## config.mk

```make
export PLATFORM = sky130hd
export DESIGN_NAME = step_counter
export DESIGN_NICKNAME = d
export VERILOG_FILES = /design/src/rtl/step_counter_pkg.sv /design/src/rtl/step_counter_next.sv /design/src/rtl/step_counter.sv
export SDC_FILE = /design/constraint.sdc
export NUM_CORES = 1
export LEC_CHECK = 0
export CORE_ASPECT_RATIO = 0.6
export CORE_MARGIN = 2
export CORE_UTILIZATION = 40
export CTS_BUF_LIST = sky130_fd_sc_hd__clkbuf_16
export DETAILED_ROUTE_END_ITERATION = 8
export PLACE_DENSITY = 0.73
export SLEW_MARGIN = 20
export SYNTH_ARGS = -nofsm -noshare
export SYNTH_HDL_FRONTEND = slang
export SYNTH_SLANG_ARGS = --single-unit
export TNS_END_PERCENT = 50
```

## constraint.sdc

```tcl
create_clock -name clk_i -period 2.5 [get_ports clk_i]
set_clock_uncertainty 0.1 [all_clocks]
set_input_delay 0.625 -clock clk_i [delete_from_list [all_inputs] [get_ports clk_i]]
set_output_delay 0.625 -clock clk_i [all_outputs]
set_load 0.005 [all_outputs]
```

## src/rtl/step_counter_pkg.sv

```systemverilog
// step_counter_pkg -- shared constants and types for the step counter.
//   DIR_UP / DIR_DOWN    : encodings of dir_i
//   MODE_WRAP / MODE_SAT : encodings of mode_i
//   op_e                 : operation selected for this cycle after priority decoding
//   decode_op()          : clear > load > enable priority resolution
package step_counter_pkg;

  localparam logic DIR_DOWN  = 1'b0;
  localparam logic DIR_UP    = 1'b1;
  localparam logic MODE_WRAP = 1'b0;
  localparam logic MODE_SAT  = 1'b1;

  typedef enum logic [1:0] {
    OP_NONE  = 2'd0,
    OP_CLEAR = 2'd1,
    OP_LOAD  = 2'd2,
    OP_STEP  = 2'd3
  } op_e;

  function automatic op_e decode_op(input logic clear, input logic load, input logic en);
    if (clear)     return OP_CLEAR;
    else if (load) return OP_LOAD;
    else if (en)   return OP_STEP;
    else           return OP_NONE;
  endfunction

endpackage

```

## src/rtl/step_counter_next.sv

```systemverilog
// step_counter_next -- combinational next-count calculation.
// Forms count +/- zero-extended step in DATA_SIZE+1 bits, reports carry/borrow,
// and (only when STEP_COUNTER_SAT_EN is defined) clamps in saturate mode.
// Ports:
//   count_i : current count
//   dir_i   : 1 = up, 0 = down
//   step_i  : unsigned step magnitude
//   mode_i  : 0 = wrap, 1 = saturate (ignored without STEP_COUNTER_SAT_EN)
//   next_o  : value to store if the step is taken
//   flow_o  : carry (up) or borrow (down) out of the DATA_SIZE-bit range
module step_counter_next
  import step_counter_pkg::*;
#(
  parameter int DATA_SIZE = 8,
  parameter int STEP_W    = 4
) (
  input  logic [DATA_SIZE-1:0] count_i,
  input  logic                 dir_i,
  input  logic [STEP_W-1:0]    step_i,
  input  logic                 mode_i,
  output logic [DATA_SIZE-1:0] next_o,
  output logic                 flow_o
);

  logic [DATA_SIZE:0] step_ext;
  logic [DATA_SIZE:0] raw;

  assign step_ext = {{(DATA_SIZE+1-STEP_W){1'b0}}, step_i};
  // Bit DATA_SIZE of the extended result is the carry on up, the borrow on down.
  assign raw      = (dir_i == DIR_UP) ? ({1'b0, count_i} + step_ext)
                                      : ({1'b0, count_i} - step_ext);
  assign flow_o   = raw[DATA_SIZE];

`ifdef STEP_COUNTER_SAT_EN
  always_comb begin
    next_o = raw[DATA_SIZE-1:0];
    if (mode_i == MODE_SAT && flow_o)
      next_o = (dir_i == DIR_UP) ? {DATA_SIZE{1'b1}} : '0;
  end
`else
  // Wrap-only build: mode_i has no effect.
  logic unused_mode;
  assign unused_mode = mode_i;
  assign next_o      = raw[DATA_SIZE-1:0];
`endif

endmodule

```

## src/rtl/step_counter.sv

```systemverilog
// step_counter -- up/down counter with variable step, wrap/saturate modes,
// registered terminal-count pulse and sticky overflow flag.
// Optional feature macro: STEP_COUNTER_SAT_EN (enables saturate mode).
// Ports:
//   clk_i, rst_ni      : clock, async active-low reset
//   clear_i            : sync clear to RESET_VAL (highest priority)
//   load_i, load_val_i : sync load
//   en_i, dir_i        : count enable, direction (1 = up)
//   step_i             : step magnitude
//   mode_i             : 0 = wrap, 1 = saturate
//   tc_val_i           : terminal-count compare value
//   count_o            : registered count
//   zero_o             : combinational count_o == 0
//   tc_o               : one-cycle terminal-count pulse
//   ovf_o              : sticky overflow/underflow
module step_counter
  import step_counter_pkg::*;
#(
  parameter int                   DATA_SIZE = 8,
  parameter int                   STEP_W    = 4,
  parameter logic [DATA_SIZE-1:0] RESET_VAL = '0
) (
  input  logic                 clk_i,
  input  logic                 rst_ni,
  input  logic                 clear_i,
  input  logic                 load_i,
  input  logic [DATA_SIZE-1:0] load_val_i,
  input  logic                 en_i,
  input  logic                 dir_i,
  input  logic [STEP_W-1:0]    step_i,
  input  logic                 mode_i,
  input  logic [DATA_SIZE-1:0] tc_val_i,
  output logic [DATA_SIZE-1:0] count_o,
  output logic                 zero_o,
  output logic                 tc_o,
  output logic                 ovf_o
);

  logic [DATA_SIZE-1:0] count_q, count_d;
  logic                 tc_q, tc_d;
  logic                 ovf_q, ovf_d;
  logic [DATA_SIZE-1:0] next;
  logic                 flow;
  op_e                  op;

  step_counter_next #(
    .DATA_SIZE(DATA_SIZE),
    .STEP_W   (STEP_W)
  ) u_next (
    .count_i(count_q),
    .dir_i  (dir_i),
    .step_i (step_i),
    .mode_i (mode_i),
    .next_o (next),
    .flow_o (flow)
  );

  assign op = decode_op(clear_i, load_i, en_i);

  always_comb begin
    count_d = count_q;
    ovf_d   = ovf_q;
    tc_d    = 1'b0;
    unique case (op)
      OP_CLEAR: begin
        count_d = RESET_VAL;
        ovf_d   = 1'b0;
      end
      OP_LOAD: begin
        count_d = load_val_i;
        ovf_d   = 1'b0;
      end
      OP_STEP: begin
        count_d = next;
        ovf_d   = ovf_q | flow;
        // Only a real change onto tc_val_i pulses; step 0 or a clamped hold does not.
        tc_d    = (next == tc_val_i) && (next != count_q);
      end
      default: ;
    endcase
  end

  always_ff @(posedge clk_i or negedge rst_ni) begin
    if (!rst_ni) begin
      count_q <= RESET_VAL;
      tc_q    <= 1'b0;
      ovf_q   <= 1'b0;
    end else begin
      count_q <= count_d;
      tc_q    <= tc_d;
      ovf_q   <= ovf_d;
    end
  end

  assign count_o = count_q;
  assign zero_o  = (count_q == '0);
  assign tc_o    = tc_q;
  assign ovf_o   = ovf_q;

endmodule

```

### Word level (Yosys, flattened, before mapping)

Cells that the tools add are included.

| operators by class | value |
|---|---|
| $mul | 0 |
| bitwise operators | 1 |
| divide/modulo/power cells | 0 |
| mux-type cells | 7 |
| shift-type cells | 0 |
| $add $sub $neg | 2 |
| magnitude comparators | 0 |
| equality and inequality tests | 5 |
| reductions and logical operators | 5 |

Operator list:

| kind | number |
|---|---|
| $pmux W8 S3 | 1 |
| $add A8 B4 Y9 | 1 |
| $mux W9 | 1 |
| $sub A8 B4 Y9 | 1 |
| $eq A8 B8 Y1 | 1 |
| $logic_not A8 Y1 | 1 |
| $ne A8 B8 Y1 | 1 |
| $mux W2 | 3 |
| $eq A2 B2 Y1 const B | 2 |
| $reduce_bool A3 Y1 | 1 |
| $eq A2 B1 Y1 const B | 1 |
| $pmux W1 S2 | 1 |
| $reduce_bool A2 Y1 | 1 |
| $reduce_or A2 Y1 | 1 |
| $logic_and A1 B1 Y1 | 1 |
| $mux W1 | 1 |
| $or A1 B1 Y1 | 1 |

| word-level totals | value |
|---|---|
| memories | 0 |
| bits in writable memories | 0 |
| register bits | 10 |
| bits in latches | 0 |
| memory bits (read-only) | 0 |
| input bits | 27 |
| word-level logic and storage cells | 23 |

### Logic depth before layout (Yosys ltp)

| logic depth | value |
|---|---|
| depth after elaboration | 6 |
| mapped depth | 11 |
| gate-level depth less buffers | 11 |

### Modules after synthesis

A second synthesis with hierarchy kept.

| unflattened totals | value |
|---|---|
| cell total of the unflattened synthesis | 135 |
| area, all modules | 1,108.6 µm² |

By module, submodules not included:

| module | sequential area each (µm²) | area an instance (µm²) | times used | cells each |
|---|---|---|---|---|
| step_counter | 250.2 | 664.4 | 1 | 74 |
| step_counter_next | 0.0 | 444.2 | 1 | 61 |

### Worst setup path after synthesis

No wires, ideal clock.

| timing | value |
|---|---|
| path type | input to register |
| start | in step_i[2] |
| end | reg tc_q, in the netlist tc_o |
| stages on the path | 10 |
| setup slack | -511 ps |
| setup time | 99 ps |
| arrival | 2,812 ps |
| cell sequence | nor3_1 -> ha_1 -> mux2_2 -> ha_1 -> nand3_1 -> nand2_1 -> mux2i_1 -> a32oi_1 -> a311o_1 -> a311oi_1 |

| between the ends | value |
|---|---|
| longest elaborated chain between the ends | 5 |

RTL lines:

| item | line | source |
|---|---|---|
| start, declared | step_counter.sv:30 | `input logic [STEP_W-1:0] step_i,` |
| $sub A8 B4 Y9 or $add A8 B4 Y9 (tied branches) | step_counter_next.sv:31, step_counter_next.sv:30 |  |
| $mux W9 (*) | step_counter_next.sv:30 | `assign raw = (dir_i == DIR_UP) ? ({1'b0, count_i} + step_ext)` |
| $eq A8 B8 Y1 or $ne A8 B8 Y1 (tied branches) | step_counter.sv:77 | `tc_d = (next == tc_val_i) && (next != count_q);` |
| $logic_and A1 B1 Y1 (*) | step_counter.sv:77 |  |
| $mux W1 (*) | step_counter.sv:64 | `unique case (op)` |
| via tc_d | step_counter.sv:40 | `logic tc_q, tc_d;` |
| end signal, assigned | step_counter.sv:90 | `tc_q <= tc_d;` |
| end, declared | step_counter.sv:40 |  |

The timed path passes the listed nets; every way through them passes the cells marked *.
A chain may end at the register's enable or synchronous reset.

### Final worst setup path

| timing | value |
|---|---|
| start | in step_i[0] |
| end | reg tc_q, in the netlist tc_o |

The elaborated chain is that of the path after synthesis.

==> results_dict.tcl <==
set metrics [dict create \
    p_sw_share_pct 35.6 \
    async_flop_share_pct 100 \
    rsz0062_at_grt "true" \
    synth-seq-cells 10 \
    critical_path_class "input pin to flip-flop" \
    worstSkewPairLatency_ns 0.23 \
    cp_slowest_cell "or4_4" \
    power_density_mw_per_mm2 492 \
    finalMaxSlewViolations 0 \
    io_buffers 36 \
    fp-row-count 16 \
    fin_cells 298 \
    failed_checks "negative setup slack" \
    min_to "ovf_o" \
    grt_start_max_net_pins 15 \
    grt_pass1_vias 1646 \
    critPathArrivalTime_ns 2.93 \
    drc 0 \
    drtPass1Iterations 4 \
    synth_nets 211 \
    crit_path_start_kind "input pin" \
    syn_area_per_cell_um2 8.21 \
    yosys.area.top_type "dfrtp_1" \
    yosysTopAreaCellShare_pct 17.6 \
    r2r_cells 9 \
    grt_pass1_wl_um 8230 \
    h-tree-depth 1 \
    die_y_um 50.2 \
    min_from "ovf_o" \
    synth_top_flop_cell "dfrtp_1" \
    antenna_found_initial 0 \
    max-clock-path-buffers 2 \
    wl_um 5180 \
    status "finished, violations left" \
    avgViaCountPerCell 5.58 \
    finalCriticalPeriod_ns 2.89 \
    power_frac_seq_pct 15.9 \
    diodes 0 \
    final_cell_mix "50 x buf_4, 31 x clkdlybuf4s50_1, 21 x nor2_1" \
    syn_inst 173 \
    reg2reg_from "count_o[0]" \
    vias 1664 \
    maxCapViolCount 0 \
    grt_usage_pct 26.7 \
    power_frac_comb_pct 61.5 \
    antenna_left 0 \
    fin_util_pct 74.0 \
    hp-class "flip-flop to flip-flop" \
    reg2reg_slack_ns 0.05 \
    die-area_mm2 0.00406 \
    layout-drive-gt1-share_pct 38.3 \
    place_hpwl_um 3720 \
    routedWlPerCell_um 17.4 \
    cpPeakStageDelay_ns 0.42 \
    gp_congestion 0.953 \
    worstMarginPinSlew_ns 0.487 \
    cts_root_buf "clkbuf_16" \
    yosys_warnings 0 \
    cts_tree "built" \
    die_w_um 80.9 \
    min_path_cells 2 \
    slew_headroom_pct 67.4 \
    ys_top_cells_by_area "dfrtp_1 18%, ha_1 8.8%, xnor2_1 7.4%, nor2_1 6.1%, mux2i_1 4.9%" \
    intPower_uw 779 \
    crit_fanout 5 \
    final_common_cell "buf_4" \
    crit_top_cell "buf_6" \
    ys_types 48 \
    cts_num_sinks 10 \
    r2r_end "tc_o" \
    fill_cells 238 \
    numCtsBuffers 3 \
    finalHoldViolCount 0 \
    start_util_pct 42.7 \
    setup_ws_ns -0.391 \
    ir_drop_mv 0.479 \
    ios 38 \
    synth-edff-count 0 \
    cp.required_ns 2.54 \
    finalSetupTns_ns -2.18 \
    drt_iter0_drc 96 \
    core_area_mm2 0.00332 \
    ys_seq_area_share_pct 17.6 \
    final-setup-viol-count 9 \
    fmax_mhz 346 \
    p_clk_share_pct 22.6 \
    nets 293 \
    grt_overflow 0 \
    finalPower_mw 1.21 \
    placed_cells 285 \
    clkTransAtPathRegs_ns 0.04 \
    finalCritPeriodShare_pct 116 \
    p_sw_uw 430 \
    postCtsHoldBufs 0 \
    crit_path_cell_trace "buf_6, buf_6, nor3_4, ha_1, mux2_4, ha_4, a21oi_4, a21boi_4, or4_4, o21ai_2, nor4_4, a311oi_2" \
    area_growth_pct 73.2 \
    cellLeakagePower_nw 1.05 \
    end_kind "flip-flop" \
    synth_area_mm2 0.00142 \
]
-- power groups by stage --
stage          combinational, mW  sequential (mW)  clock [mW]
2_1_floorplan              0.359            0.194           0
4_1_cts                    0.685            0.192       0.274
6_report                   0.743            0.193       0.273
5_1_grt                    0.800            0.194       0.283
3_3_place_gp               0.576            0.190           0
3_5_place_dp               0.592            0.191           0
-- through the flow --
| stage | cell area (um2) | setup WS, ns | hold WS (ns) |
|---|---|---|---|
| 6_report | 2460 | -0.391 | 0.405 |
| 3_3_place_gp | 2110 | -1.13 | 0.383 |
| 2_1_floorplan | 1470 | -0.314 | 0.229 |
| 4_1_cts | 2370 | -0.498 | 0.402 |
| 3_5_place_dp | 2110 | -1.15 | 0.379 |
| 5_1_grt | 2460 | -0.504 | 0.461 |
-- registers in the layout, summed over array words and instances (netlist names) --
| signal | count |
|---|---|
| count_o | 8 |
| ovf_o | 1 |
| tc_o | 1 |
-- kinds of logic (layout without fill, tap and decap cells) --
family / Yosys count / after routing / synth area share (%)
AOI/OAI and AO/OA: 48 / 48 / 23.5
buffers and inverters: 19 / 99 / 8.90
xor gates and xnor gates: 20 / 20 / 13.9
and+or+nand+nor: 55 / 55 / 18.5
adders and majority gates: 11 / 11 / 10.2
muxes: 10 / 10 / 7.31
DFF: 10 / 10 / 17.6
-- final cells by class --
cell class              count  area (um2)  share of cell area (%)
repair buffers             87         748                    30.4
flip-flops and latches     10         250                    10.2
well taps                  45        56.3                    2.29
multi-input cells         144        1300                    52.7
clock buffers               3        75.1                    3.05
inverters                   9        33.8                    1.37
-- worst max-delay path: cells and delay by family --
kind	cells	cell delay, ns
AO/OA/AOI/OAI	4	0.65
adder cells (fa/ha/maj)	2	0.51
buffers and inverters	2	0.21
multiplexers	1	0.29
AND/OR/NAND/NOR	3	0.66
-- how the worst max path moves through the flow --
stage                end  slack (ns)       from  depth (start not counted)
detailed placement  tc_o       -1.15  step_i[1]                         11
floorplan           tc_o       -0.31  step_i[0]                         10
global placement    tc_o       -1.13  step_i[1]                         12
finish              tc_o       -0.39  step_i[0]                         12
CTS                 tc_o       -0.50  step_i[0]                         12
global route        tc_o       -0.50  step_i[1]                         10
-- per-layer routing --
layer  wire (um)  up-vias  GRT usage (%)
met5           0        -              0
met4          58        0           4.52
met3         356        6           3.60
met2        2380       86           42.7
met1        2390      777           39.1
li1            -      795              -
-- what timing repair did --
action / in CTS / in global routing
setup buffers: 8 / 2
setup endpoints to repair: 10 / 9
pin swaps: 19 / 10
resized for setup: 38 / 15
-- cell usage after synthesis, drive strengths merged, types with 2 or more instances --
master   n
a211oi   3
a21oi   13
a221oi   3
a31oi    2
buf      5
clkbuf   5
dfrtp   10
ha      10
inv      9
mux2     3
mux2i    7
nand2    9
nand3    3
nor2    23
nor3     9
nor3b    2
nor4     2
o21a     3
o21ai    9
o21bai   2
o31ai    2
or4      3
xnor2   14
xor2     6
No activity file was read; power rests on OpenSTA's default activity.
